**config.mk**
```make
export PLATFORM = sky130hd
export DESIGN_NAME = cmb_vector_driver
export DESIGN_NICKNAME = d
export VERILOG_FILES = /design/src/rtl/cmb_vector_driver.sv
export SDC_FILE = /design/constraint.sdc
export NUM_CORES = 1
export LEC_CHECK = 0
export CAP_MARGIN = 5
export CORE_ASPECT_RATIO = 0.9
export CORE_MARGIN = 2
export CORE_UTILIZATION = 25
export CTS_BUF_LIST = sky130_fd_sc_hd__clkbuf_8 sky130_fd_sc_hd__clkbuf_16
export DETAILED_ROUTE_END_ITERATION = 10
export HOLD_SLACK_MARGIN = 0.15
export PLACE_DENSITY_LB_ADDON = 0.2
export SYNTH_ARGS = -nofsm -noshare
export SYNTH_HDL_FRONTEND = slang
export SYNTH_SLANG_ARGS = --single-unit
```
**constraint.sdc**
```tcl
create_clock -name clk_pad -period 1.67 [get_ports clk_pad]
set_input_delay 0.334 -clock clk_pad [delete_from_list [all_inputs] [get_ports clk_pad]]
set_output_delay 0.334 -clock clk_pad [all_outputs]
set_load 0.05 [all_outputs]
```
**src/rtl/cmb_vector_driver.sv**
```systemverilog
// cmb_vector_driver: loads a vector serially, applies it atomically, waits, captures the response and returns it serially.
module cmb_vector_driver #(
    parameter int VEC_W  = 16,
    parameter int RSP_W  = 4,
    parameter int SETTLE = 2,
    parameter int CNT_W  = 16
) (
    input  logic             clk_pad,
    input  logic             rst_pad,
    input  logic             sin_valid_pad,
    input  logic             sin_data_pad,
    output logic             sin_ready_pad,
    output logic [VEC_W-1:0] vec_pad,
    input  logic [RSP_W-1:0] rsp_pad,
    output logic             sout_valid_pad,
    output logic             sout_data_pad,
    input  logic             sout_ready_pad,
    output logic             busy_pad,
    output logic [CNT_W-1:0] vec_count_pad
);
    localparam int IW = (VEC_W > 1) ? $clog2(VEC_W) : 1;
    localparam int OW = (RSP_W > 1) ? $clog2(RSP_W) : 1;
    localparam int SW = (SETTLE > 1) ? $clog2(SETTLE) : 1;
    localparam logic [IW-1:0] IN_LAST  = IW'(VEC_W - 1);
    localparam logic [OW-1:0] OUT_LAST = OW'(RSP_W - 1);
    localparam logic [SW-1:0] SET_LAST = SW'((SETTLE > 0) ? SETTLE - 1 : 0);
    typedef enum logic [1:0] {S_LOAD, S_SETTLE, S_CAPTURE, S_SEND} state_t;
    state_t           r_state;
    logic [VEC_W-1:0] r_sh;
    logic [VEC_W-1:0] r_vec;
    logic [RSP_W-1:0] r_rsp;
    logic [IW-1:0]    r_in_cnt;
    logic [OW-1:0]    r_out_cnt;
    logic [SW-1:0]    r_set_cnt;
    logic [CNT_W-1:0] r_vec_cnt;
    logic             r_sin_ready;
    logic             r_sout_valid;
    logic             r_busy;
    logic [VEC_W-1:0] w_sh_next;
    logic             w_sin_acc;
    logic             w_sout_acc;
    assign w_sh_next  = {r_sh[VEC_W-2:0], sin_data_pad};
    assign w_sin_acc  = sin_valid_pad & r_sin_ready & (r_state == S_LOAD);
    assign w_sout_acc = r_sout_valid & sout_ready_pad;
    always_ff @(posedge clk_pad) begin
        if (rst_pad) begin
            r_state      <= S_LOAD;
            r_sh         <= '0;
            r_vec        <= '0;
            r_rsp        <= '0;
            r_in_cnt     <= '0;
            r_out_cnt    <= '0;
            r_set_cnt    <= '0;
            r_vec_cnt    <= '0;
            r_sin_ready  <= 1'b1;
            r_sout_valid <= 1'b0;
            r_busy       <= 1'b0;
        end else begin
            case (r_state)
                S_LOAD: if (w_sin_acc) begin
                    r_sh     <= w_sh_next;
                    r_in_cnt <= r_in_cnt + IW'(1);
                    if (r_in_cnt == IN_LAST) begin
                        r_vec       <= w_sh_next;
                        r_in_cnt    <= '0;
                        r_set_cnt   <= '0;
                        r_sin_ready <= 1'b0;
                        r_busy      <= 1'b1;
                        r_state     <= (SETTLE == 0) ? S_CAPTURE : S_SETTLE;
                    end
                end
                S_SETTLE: begin
                    r_set_cnt <= r_set_cnt + SW'(1);
                    if (r_set_cnt == SET_LAST) r_state <= S_CAPTURE;
                end
                S_CAPTURE: begin
                    r_rsp        <= rsp_pad;
                    r_sout_valid <= 1'b1;
                    r_state      <= S_SEND;
                end
                default: if (w_sout_acc) begin
                    r_rsp     <= {r_rsp[RSP_W-2:0], 1'b0};
                    r_out_cnt <= r_out_cnt + OW'(1);
                    if (r_out_cnt == OUT_LAST) begin
                        r_out_cnt    <= '0;
                        r_vec_cnt    <= r_vec_cnt + CNT_W'(1);
                        r_sout_valid <= 1'b0;
                        r_sin_ready  <= 1'b1;
                        r_busy       <= 1'b0;
                        r_state      <= S_LOAD;
                    end
                end
            endcase
        end
    end
    assign sin_ready_pad  = r_sin_ready;
    assign vec_pad        = r_vec;
    assign sout_valid_pad = r_sout_valid;
    assign sout_data_pad  = r_rsp[RSP_W-1];
    assign busy_pad       = r_busy;
    assign vec_count_pad  = r_vec_cnt;
endmodule

```
==> qor.yml, run 1 <==
status:
  status: "finished, final reports clean"
finish:
  synthToLayoutAreaGrowth_pct: 41.2
  stdcell_count: 509
  drive_above_1_share: 0.295
  nets: 393
  final_area_mm2: 0.00371
  antenna_cells: 0
timing:
  fin_ws_ps: 45.5
  finClkSkew_ps: 7.02
  fin_crit_ps: 1620
  rsz0062_at_grt: "true"
  hold_viol_final: 0
  final-setup-viol-count: 0
  fin_tns_setup_ps: 0
  slew_violations: 0
  finalCritPeriodShare: 0.973
  max_slew_margin: 0.698
  worst_pin_slew_ps: 453
  fmax_mhz: 616
power:
  leakage_nw: 1.38
  pwr-share-clk: 0.524
  peakVddDrop_v: 0.000474
  power_switching_mw: 0.803
  p_int_mw: 2.92
  powerDensity_mw_per_mm2: 1000
  comb_power_share: 0.065
  switching_share: 0.216
  sequentialPowerShare: 0.411
global_route:
  grtUsageTotal: 0.112
  grt_max_degree: 28
  antenna_found_initial: 0
  grt_pass1_vias: 2191
  grt_overflow: 0
  grt_first_pass_wirelength_um: 10200
floorplanning:
  io_pins: 45
  die_w_um: 112
  core_mm2: 0.0102
  rows: 35
  design.die.area_mm2: 0.0113
  initial_utilization: 0.256
  die_h_um: 101
cts:
  cts_hold_buf: 0
  htreeDepth: 3
  cts_setup_buffers: 0
  worstSkewPairLatency_ps: 320
  clockBufferDepth: 2
  tritoncts: "yes"
  cts-root-buf: "clkbuf_16"
  cts_buffers: 9
  cts_sinks: 63
  clkTransAtPathRegs_ps: 50
worst_setup_path:
  path_class: "reg -> reg"
  cp-end-kind: "flip-flop"
  critPathArrivalTime_ps: 1880
  crit_required_ps: 1920
  worstPathMaxFanout: 4
  reg2reg_setup_slack_ps: 50
  critPathLaunchType: "flip-flop"
placed_design:
  place_area_mm2: 0.00334
  pre_cts_slack_ps: -327
  place_inst: 494
  gp_congestion: 0.752
  hpwl_um: 3970
  io_buffers: 44
logic_synthesis:
  syn_area_per_cell_um2: 8.37
  syn_inst: 314
  ys_ff_latch: 63
  synthTopCellsByArea: "dfxtp_1, nand2_1, a21oi_1"
  yosysSeqAreaShare: 0.480
  ys_warn_count: 0
  synth_cell_types: 38
  synth_nets: 331
  synth_top_area_share: 0.480
  async_flop_share: 0
  synth_common_cells: "nand2_1, dfxtp_1, a21oi_1"
  synth_area_mm2: 0.00263
  synth_most_common_cell: "nand2_1"
  yosys.area.top_type: "dfxtp_1"
  synth_edf_count: 0
  synth_ff_type: "dfxtp_1"
route:
  drt_iter0_drc: 80
  drt_wl_total_um: 5960
  drt-vias-per-instance: 4.47
  first_pass_iters: 4
  remaining_drc_errors: 0
  wl_per_cell_um: 11.7
  vias: 2276
  drtAntennaViolNets: 0
worst_hold_path:
  hp-class: "in -> reg"
run:
  drv_cap: 0
==> layout by cell type (no fill, tap or decap), types with 2 or more instances in the layout <==
master / synthesis / routed
a211oi_1: 4 / 4
a21oi_1: 44 / 44
a31o_2: 2 / 2
and3_1: 2 / 2
and4_1: 2 / 2
buf_12: 0 / 3
buf_4: 0 / 55
clkbuf_16: 0 / 9
clkbuf_8: 0 / 4
clkdlybuf4s50_1: 0 / 6
dfxtp_1: 63 / 48
dfxtp_2: 0 / 8
dfxtp_4: 0 / 7
ha_1: 8 / 3
ha_4: 0 / 4
inv_1: 4 / 3
mux2_2: 3 / 3
mux2i_1: 7 / 7
nand2_1: 75 / 74
nand2b_1: 6 / 6
nand3_1: 10 / 9
nand4_1: 2 / 2
nor2_1: 24 / 23
nor2b_1: 5 / 5
nor3_1: 6 / 5
nor4_2: 1 / 2
o21ai_0: 5 / 5
or3_1: 4 / 4
xnor2_1: 5 / 5
xor2_1: 3 / 3
==> final timing paths <==
path         startpoint                end  cells past startpoint
max          r_state[0]  vec_count_pad[14]                      5
min reg2reg  vec_pad[6]         vec_pad[6]                      2
min             rst_pad   vec_count_pad[6]                      2
max reg2reg  r_state[0]  vec_count_pad[14]                      5
==> per-layer routing <==
layer / vias up / share of wire / track usage
met2: 43 / 0.44 / 0.172
met5: - / 0 / 0
met1: 1035 / 0.50 / 0.145
met4: 0 / 0.0096 / 0.0450
li1: 1191 / - / -
met3: 7 / 0.044 / 0.0377
==> layout make-up <==
class,count,area (um^2)
clock buffers,13,280
clock inverters,2,37.5
fillers,1087,6540
inverters,4,15.0
multi-input cells,232,1370
flip-flops and latches,63,1300
well taps,129,161
repair buffers,66,551
==> power by group through the flow <==
stage / registers, mW / logic (mW) / clock network, mW
after floorplan: 1.57 / 0.121 / 0
after global placement: 1.56 / 0.235 / 0
after detailed placement: 1.56 / 0.238 / 0
after CTS: 1.53 / 0.239 / 2.00
after global routing: 1.53 / 0.269 / 2.09
final: 1.53 / 0.243 / 1.95
==> state kept, by name, summed over array words and instances (netlist names) <==
register	count
r_in_cnt	4
r_sh	15
r_rsp	4
vec_count_pad	16
sout_valid_pad	1
busy_pad	1
r_set_cnt	1
r_state	2
vec_pad	16
sin_ready_pad	1
r_out_cnt	2
==> through the flow <==
stage	utilization	hold WS [ps]	total power, mW
after floorplan	-	432	1.69
after global placement	0.326	446	1.79
after detailed placement	0.326	448	1.80
after CTS	0.359	438	3.77
after global routing	0.362	464	3.89
final	0.362	437	3.72
==> repair_timing <==
| action | 4_1_cts | 5_1_grt |
|---|---|---|
| resized for setup | 4 | 12 |
| pin swaps | 1 | 1 |
| setup endpoints to repair | 3 | 26 |
==> cells by family after synthesis <==
logic type | Yosys count | share of synthesized area
and+or+nand+nor | 144 | 0.256
DFF | 63 | 0.480
AOI/OAI and AO/OA | 62 | 0.132
buffers and inverters | 19 | 0.0276
muxes | 10 | 0.0395
xor gates and xnor gates | 8 | 0.0267
adders and majority gates | 8 | 0.0381
==> worst max-delay path, cell delays in order (launching register included) <==
cell and delay [ps]:
dfxtp_4 370, ha_4 150, nand4_4 120, or4_4 450
or3_1 320, a21oi_1 140
No activity file was read; power rests on OpenSTA's default activity.
==> inputs of run 2 (changes only) <==
- CORE_UTILIZATION: 25 -> 47
- CTS_CLUSTER_SIZE: default -> 8
==> qor.yml, run 2 (synthesized netlist as in run 1, its figures left out) <==
timing:
  final-setup-viol-count: 0
  fin_ws_ps: 32.0
  finClkSkew_ps: 9.26
  slew_violations: 0
  fmax_mhz: 610
  fin_crit_ps: 1640
  fin_tns_setup_ps: 0
  worst_pin_slew_ps: 290
  finalCritPeriodShare: 0.981
  max_slew_margin: 0.806
  hold_viol_final: 0
  rsz0062_at_grt: "true"
placed_design:
  gp_congestion: 0.751
  io_buffers: 44
  place_inst: 435
  pre_cts_slack_ps: -379
  hpwl_um: 3700
global_route:
  grt_max_degree: 25
  grt_overflow: 0
  grt_first_pass_wirelength_um: 9110
  antenna_found_initial: 0
  grtUsageTotal: 0.184
  grt_pass1_vias: 2077
finish:
  nets: 399
  final_cell_mix: "nand2_1, buf_4, dfxtp_1"
  nFillCells: 470
  regArea_mm2: 0.00130
  drive_above_1_share: 0.311
  synthToLayoutAreaGrowth_pct: 35.5
  final_util: 0.669
  antenna_cells: 0
  multi_input_area_mm2: 0.00139
  final_common_cell: "nand2_1"
  stdcell_count: 453
cts:
  htreeDepth: 3
  clockBufferDepth: 2
  cts-root-buf: "clkbuf_8"
  worstSkewPairLatency_ps: 330
  cts_hold_buf: 0
  clkTransAtPathRegs_ps: 70
  cts_sinks: 63
  cts_buffers: 9
  tritoncts: "yes"
worst_setup_path:
  cp-end-kind: "flip-flop"
  path_buf_inv: 0
  path_class: "reg -> reg"
  critical_path.top_delay_family: "simple AND/OR/NAND/NOR gates"
  max_stage_delay_ps: 450
  critPathArrivalTime_ps: 1910
  slowest_stage: "or4_4"
  crit_required_ps: 1940
  worstPathMaxFanout: 4
  path_cells: "ha_4 > nand4_4 > or4_4 > or3_4 > a21oi_2"
  critPathLaunchType: "flip-flop"
route:
  vias: 2328
  remaining_drc_errors: 0
  first_pass_iters: 5
  drt_iter0_drc: 70
  wl_per_cell_um: 12.3
  drt-vias-per-instance: 5.14
  drtAntennaViolNets: 0
  drt_wl_total_um: 5580
power:
  powerDensity_mw_per_mm2: 868
  pwr-share-clk: 0.422
  leakage_nw: 1.36
  comb_power_share: 0.083
  peakVddDrop_v: 0.000705
  switching_share: 0.231
  power_switching_mw: 0.713
  sequentialPowerShare: 0.495
  power_mw: 3.09
  p_int_mw: 2.38
floorplanning:
  initial_utilization: 0.494
  io_pins: 45
  die_w_um: 82.8
  rows: 25
  design.die.area_mm2: 0.00621
  core_mm2: 0.00532
  die_h_um: 74.9
run:
  drv_cap: 0
status:
  status: "finished, final reports clean"
worst_hold_path:
  hp-class: "in -> reg"
run 2: changes by cell type in the layout (fill, tap and decap cells not counted), moves of 2 or more:
| cell | change |
|---|---|
| clkbuf_16 | -9 |
| buf_4 | +7 |
| clkbuf_8 | +7 |
| a21oi_1 | -2 |
| a21oi_2 | +2 |
run 2: path summary, 6_finish.rpt:
check / from / end / slack, ps / cells after the start
min reg2reg: vec_pad[7] / vec_pad[7] / 450 / 2
max reg2reg: r_state[0] / vec_count_pad[10] / 30 / 5
min: rst_pad / vec_count_pad[11] / 430 / 3
max: r_state[0] / vec_count_pad[10] / 30 / 5
run 2: worst min-delay path: cells and delay by family:
kind	cells	cell delay, ps
and+or+nand+nor	1	100
muxes	1	140
buffers and inverters	1	170
run 2: through the flow:
| step | area, um^2 | hold WS [ps] |
|---|---|---|
| after floorplan | 2690 | 432 |
| after CTS | 3490 | 425 |
| after global routing | 3560 | 470 |
| final | 3560 | 434 |
| after detailed placement | 3270 | 447 |
| after global placement | 3270 | 445 |
run 2: metal layers:
layer	global-route usage	wire length, um
met4	0.0856	116
met2	0.315	2590
met5	0	0
met1	0.221	2640
met3	0.0515	231
run 2: what timing repair did:
action                                  4_1_cts  5_1_grt
gates resized for setup                       7       13
pin swaps                                     0        3
setup buffers                                 0        3
endpoints found under the setup margin        3       22
run 2: layout make-up:
class	instances	share of cell area
Clock buffer	11	0.0425
Clock inverter	4	0.0127
Inverter	4	0.00422
Multi-Input combinational cell	232	0.390
Sequential cell	63	0.364
Tap cell	67	0.0236
Timing Repair Buffer	72	0.163
run 2: power groups by stage:
stage               Clock, mW  Sequential, mW  Combinational [mW]
floorplan                   0            1.57               0.121
global placement            0            1.56               0.243
detailed placement          0            1.56               0.246
CTS                      1.34            1.53               0.247
global route             1.40            1.53               0.284
finish                   1.30            1.53               0.258
==> inputs of run 3 (changes only) <==
- CTS_CLUSTER_DIAMETER: default -> 30
- SLEW_MARGIN: default -> 10
==> results of run 3 <==
Same layout as run 2: the final DEF is identical, and so are final timing and power.
